**config.mk**
```make
export PLATFORM = sky130hd
export DESIGN_NAME = alu_frame_sequencer
export DESIGN_NICKNAME = d
export VERILOG_FILES = /design/src/rtl/alu_pkg.sv /design/src/rtl/alu_core_8bit.sv /design/src/rtl/alu_frame_sequencer.sv
export SDC_FILE = /design/constraint.sdc
export NUM_CORES = 1
export LEC_CHECK = 0
export CORE_UTILIZATION = 60
export CTS_CLUSTER_SIZE = 14
export DETAILED_ROUTE_END_ITERATION = 10
export PLACE_DENSITY = 0.86
export SKIP_LAST_GASP = 1
export SLEW_MARGIN = 25
export SYNTH_ARGS = -nofsm -noshare
export SYNTH_HDL_FRONTEND = slang
export SYNTH_SLANG_ARGS = --single-unit
```
**constraint.sdc**
```tcl
create_clock -name clk -period 4.9 [get_ports clk]
set_clock_uncertainty 0.05 [all_clocks]
set_input_delay 0.735 -clock clk [delete_from_list [all_inputs] [get_ports clk]]
set_output_delay 0.735 -clock clk [all_outputs]
set_load 0.05 [all_outputs]
```
**src/rtl/alu_pkg.sv**
```systemverilog
// Shared constants for the ALU frame sequencer: data width, opcodes, FSM state encoding.
package alu_pkg;

  localparam int unsigned DATA_W = 8;

  localparam logic [2:0] OP_ADD  = 3'd0;
  localparam logic [2:0] OP_SUB  = 3'd1;
  localparam logic [2:0] OP_AND  = 3'd2;
  localparam logic [2:0] OP_OR   = 3'd3;
  localparam logic [2:0] OP_XOR  = 3'd4;
  localparam logic [2:0] OP_NAND = 3'd5;
  localparam logic [2:0] OP_NOR  = 3'd6;
  localparam logic [2:0] OP_NOT  = 3'd7;

  localparam logic [2:0] ST_IDLE  = 3'd0;
  localparam logic [2:0] ST_GET_A = 3'd1;
  localparam logic [2:0] ST_GET_B = 3'd2;
  localparam logic [2:0] ST_EXEC  = 3'd3;
  localparam logic [2:0] ST_RESP  = 3'd4;

  typedef enum logic [2:0] {
    S_IDLE  = ST_IDLE,
    S_GET_A = ST_GET_A,
    S_GET_B = ST_GET_B,
    S_EXEC  = ST_EXEC,
    S_RESP  = ST_RESP
  } state_e;

endpackage

```
**src/rtl/alu_core_8bit.sv**
```systemverilog
// Purely combinational 8-bit ALU; carry is the add carry-out or the subtract borrow.
module alu_core_8bit
  import alu_pkg::*;
(
  input  logic [DATA_W-1:0] a,
  input  logic [DATA_W-1:0] b,
  input  logic [2:0]        op,
  output logic [DATA_W-1:0] result,
  output logic              carry
);

  logic [DATA_W:0] sum;
  logic [DATA_W:0] diff;

  // Widened by one bit so the MSB is the carry-out / borrow.
  assign sum  = {1'b0, a} + {1'b0, b};
  assign diff = {1'b0, a} - {1'b0, b};

  always_comb begin
    result = '0;
    carry  = 1'b0;
    case (op)
      OP_ADD:  begin result = sum[DATA_W-1:0];  carry = sum[DATA_W];  end
      OP_SUB:  begin result = diff[DATA_W-1:0]; carry = diff[DATA_W]; end
      OP_AND:  result = a & b;
      OP_OR:   result = a | b;
      OP_XOR:  result = a ^ b;
      OP_NAND: result = ~(a & b);
      OP_NOR:  result = ~(a | b);
      OP_NOT:  result = ~a;
      default: result = '0;
    endcase
  end

endmodule

```
**src/rtl/alu_frame_sequencer.sv**
```systemverilog
// Collects opcode/A/B byte frames on one 8-bit valid/ready bus, runs the ALU and
// returns a registered result with zero/carry flags on a valid/ready output.
module alu_frame_sequencer
  import alu_pkg::*;
#(
  parameter bit CHECK_OPCODE = 1'b1
) (
  input  logic              clk,
  input  logic              rst,
  input  logic [DATA_W-1:0] in_data,
  input  logic              in_valid,
  output logic              in_ready,
  output logic [DATA_W-1:0] out_data,
  output logic              out_zero,
  output logic              out_carry,
  output logic              out_valid,
  input  logic              out_ready,
  output logic              err
);

  state_e            state_q, state_d;
  logic [2:0]        op_q, op_d;
  logic [DATA_W-1:0] a_q, a_d;
  logic [DATA_W-1:0] b_q, b_d;
  logic [DATA_W-1:0] out_data_q, out_data_d;
  logic              out_zero_q, out_zero_d;
  logic              out_carry_q, out_carry_d;
  logic              out_valid_q, out_valid_d;
  logic              err_q, err_d;

  logic [DATA_W-1:0] alu_result;
  logic              alu_carry;
  logic              in_fire;
  logic              bad_opcode;

  alu_core_8bit u_alu_core (
    .a      (a_q),
    .b      (b_q),
    .op     (op_q),
    .result (alu_result),
    .carry  (alu_carry)
  );

  assign in_ready   = (state_q == S_IDLE) || (state_q == S_GET_A) || (state_q == S_GET_B);
  assign in_fire    = in_valid && in_ready;
  assign bad_opcode = CHECK_OPCODE && (|in_data[DATA_W-1:3]);

  always_comb begin
    state_d     = state_q;
    op_d        = op_q;
    a_d         = a_q;
    b_d         = b_q;
    out_data_d  = out_data_q;
    out_zero_d  = out_zero_q;
    out_carry_d = out_carry_q;
    out_valid_d = out_valid_q;
    err_d       = 1'b0;
    case (state_q)
      S_IDLE: begin
        if (in_fire) begin
          if (bad_opcode) begin
            err_d = 1'b1;
          end else begin
            op_d    = in_data[2:0];
            state_d = S_GET_A;
          end
        end
      end
      S_GET_A: begin
        if (in_fire) begin
          a_d     = in_data;
          state_d = S_GET_B;
        end
      end
      S_GET_B: begin
        if (in_fire) begin
          b_d     = in_data;
          state_d = S_EXEC;
        end
      end
      S_EXEC: begin
        out_data_d  = alu_result;
        out_zero_d  = (alu_result == '0);
        out_carry_d = alu_carry;
        out_valid_d = 1'b1;
        state_d     = S_RESP;
      end
      S_RESP: begin
        if (out_ready) begin
          out_valid_d = 1'b0;
          state_d     = S_IDLE;
        end
      end
      default: state_d = S_IDLE;
    endcase
  end

  always_ff @(posedge clk or posedge rst) begin
    if (rst) begin
      state_q     <= S_IDLE;
      op_q        <= '0;
      a_q         <= '0;
      b_q         <= '0;
      out_data_q  <= '0;
      out_zero_q  <= 1'b0;
      out_carry_q <= 1'b0;
      out_valid_q <= 1'b0;
      err_q       <= 1'b0;
    end else begin
      state_q     <= state_d;
      op_q        <= op_d;
      a_q         <= a_d;
      b_q         <= b_d;
      out_data_q  <= out_data_d;
      out_zero_q  <= out_zero_d;
      out_carry_q <= out_carry_d;
      out_valid_q <= out_valid_d;
      err_q       <= err_d;
    end
  end

  assign out_data  = out_data_q;
  assign out_zero  = out_zero_q;
  assign out_carry = out_carry_q;
  assign out_valid = out_valid_q;
  assign err       = err_q;

endmodule

```
==> qor.csv <==
metric,value,unit
finalHoldViolCount,0,
wl_per_cell,15.1,µm
synth_area,2750,µm²
final_cell_mix,"34 x nand2_1, 34 x dfrtp_1, 33 x o21ai_0",
instances_no_fill,386,
synth_seq_area_share,30.9,%
holdWs,0.426,ns
crit_family,flip-flops,
cts_made_buffers,5,
drv_cap,0,
synthArstFlopShare,100,%
drive_gt1_share,7.19,%
via_count,2340,
antennaDiodeCount,0,
fin_crit_sh,55.7,%
grtUsageTotal,26.3,%
grt_pass1_wl,10200,µm
antenna_found_initial,0,
setup_viol,0,
fin_crit,2.73,ns
dr.pass1.iters,4,
hold_buffers,0,
die_w,69.8,µm
slowest_delay,0.99,ns
setup.worst_path.start_class,flop,
cp.arrival,2.91,ns
dpl.cell_count,378,
drt-initial-drc-count,188,
slew_viol_final,0,
avgViaCountPerCell,6.06,
hp-class,reg2reg,
grt_max_degree,35,
dieArea,4870,µm²
fmax,366,MHz
yosysWarnings,0,
start_util,62.8,%
path_buf_inv,0,
cts_tree,built,
h-tree-depth,2,
clk_latency,0.30,ns
syn_area_per_cell,8.63,µm²
drc,0,
ctsResizeCount,0,
cp_max_fo,28,
relSlewSlack,34.3,%
synth_top_flop_cell,dfrtp_1,
ios,25,
cts_buffer_depth,2,
synth_edf_count,0,
tns,0,ns
whs_path_depth,2,
ys_types,58,
cts_setup_buffers,0,
die_h,69.8,µm
synth-seq-cells,34,
synthTopCellsByArea,"dfrtp_1 31%, ha_1 11%, o21ai_0 6.0%",
path_clk_slew,0.07,ns
num_rows,24,
drt-total-wl,5830,µm
critPathRequiredTime,5.08,ns
synth_top_area_share,30.9,%
nNetsFinal,371,
final_util,69.7,%
port_buffers,24,
clockRootBuffer,clkbuf_8,
cts.sinks,34,
nFillCells,359,
cp.depth,7,
final_antenna_net_count,0,
ff2ff_path_depth,7,
endpoint_kind,flop,
synth_top_area_cell,dfrtp_1,
crit_slowest_cell,dfrtp_1,
outcome,finished clean,
grt_pass1_vias,2186,
crit_chain,nor2b_2 > a221o_1 > nand2_1 > a21o_1 > a22o_1 > or4b_1 > o21ai_1,
criticalPathCategory,reg2reg,
gp_congestion,0.923,
syn_nets,357,
coreArea,4380,µm²
gr-total-overflow,0,
syn_inst,319,
tightest_slew,0.985,ns
syn2layout_area_growth,10.9,%
dp_hpwl,4230,µm
rsz0062_at_grt,false,
-- cell type report --
type	count	area [µm²]	share of cell area, %
Clock buffer	6	82.6	2.70
Multi-Input combinational cell	236	1680	55.0
Clock inverter	2	12.5	0.410
Sequential cell	34	851	27.8
Timing Repair Buffer	25	248	8.11
Tap cell	52	65.1	2.13
Inverter	31	116	3.81
-- state kept, by name (all words and copies together), names as in the netlist --
signal,flops
out_valid,1
out_zero,1
b_q,8
out_data,8
state_q,3
op_q,3
err,1
a_q,8
out_carry,1
-- synth_stat cells (2+ instances only) --
master,number
a211oi_1,4
a21o_1,3
a21oi_1,14
a221oi_1,3
a22o_1,4
a22oi_1,5
a31oi_1,4
buf_2,6
buf_4,3
buf_6,3
clkbuf_1,6
dfrtp_1,34
fa_1,2
ha_1,24
inv_1,31
mux2_2,6
mux2i_1,11
nand2_1,34
nand2b_1,8
nand3b_1,2
nor2_1,22
nor2b_1,5
nor3_1,5
nor3_2,2
o211a_1,2
o21a_1,3
o21ai_0,33
o22ai_1,3
o31ai_1,3
or4_1,3
xnor2_1,4
-- per-stage QoR --
| step | cell area [µm²] | worst slack, ns |
|---|---|---|
| CTS | 3050 | 2.19 |
| global placement | 2960 | 2.00 |
| floorplan | 2750 | 2.47 |
| finish | 3060 | 2.17 |
| global route | 3060 | 1.94 |
| detailed placement | 2960 | 1.91 |
-- final timing paths --
path / startpoint / endpoint / slack (ns)
max in group asynchronous: rst / a_q[1] / 3.72
max: op_q[1] / out_zero / 2.17
min: out_data[3] / out_data[3] / 0.43
min reg2reg: out_data[3] / out_data[3] / 0.43
max reg2reg: op_q[1] / out_zero / 2.17
min in group asynchronous: rst / out_data[4] / 0.77
-- cells by family (layout without fill, tap and decap cells) --
| logic type | after synthesis | count (layout) | share of synthesized area, % |
|---|---|---|---|
| buf+inv | 49 | 64 | 8.18 |
| mux | 19 | 19 | 7.81 |
| xor+xnor | 5 | 5 | 1.59 |
| fa+ha+maj | 26 | 26 | 12.4 |
| flops | 34 | 34 | 30.9 |
| simple gates | 92 | 92 | 16.8 |
| compound gates | 94 | 94 | 22.4 |
-- worst reg2reg max path, cell delays in order (launching register included) --
cell,delay (ns)
dfrtp_1,0.99
nor2b_2,0.44
a221o_1,0.20
nand2_1,0.06
a21o_1,0.17
a22o_1,0.17
or4b_1,0.47
o21ai_1,0.12
-- metal layers --
layer	vias up	share of wire, %	global-route usage (%)
li1	1149	-	-
met1	1093	46	36.0
met2	85	45	40.9
met3	13	5.9	4.94
met4	0	2.4	10.9
met5	-	0	0
Power is not shown: default switching activity piles up to over one toggle a cycle in this logic, so the estimate is an artifact.
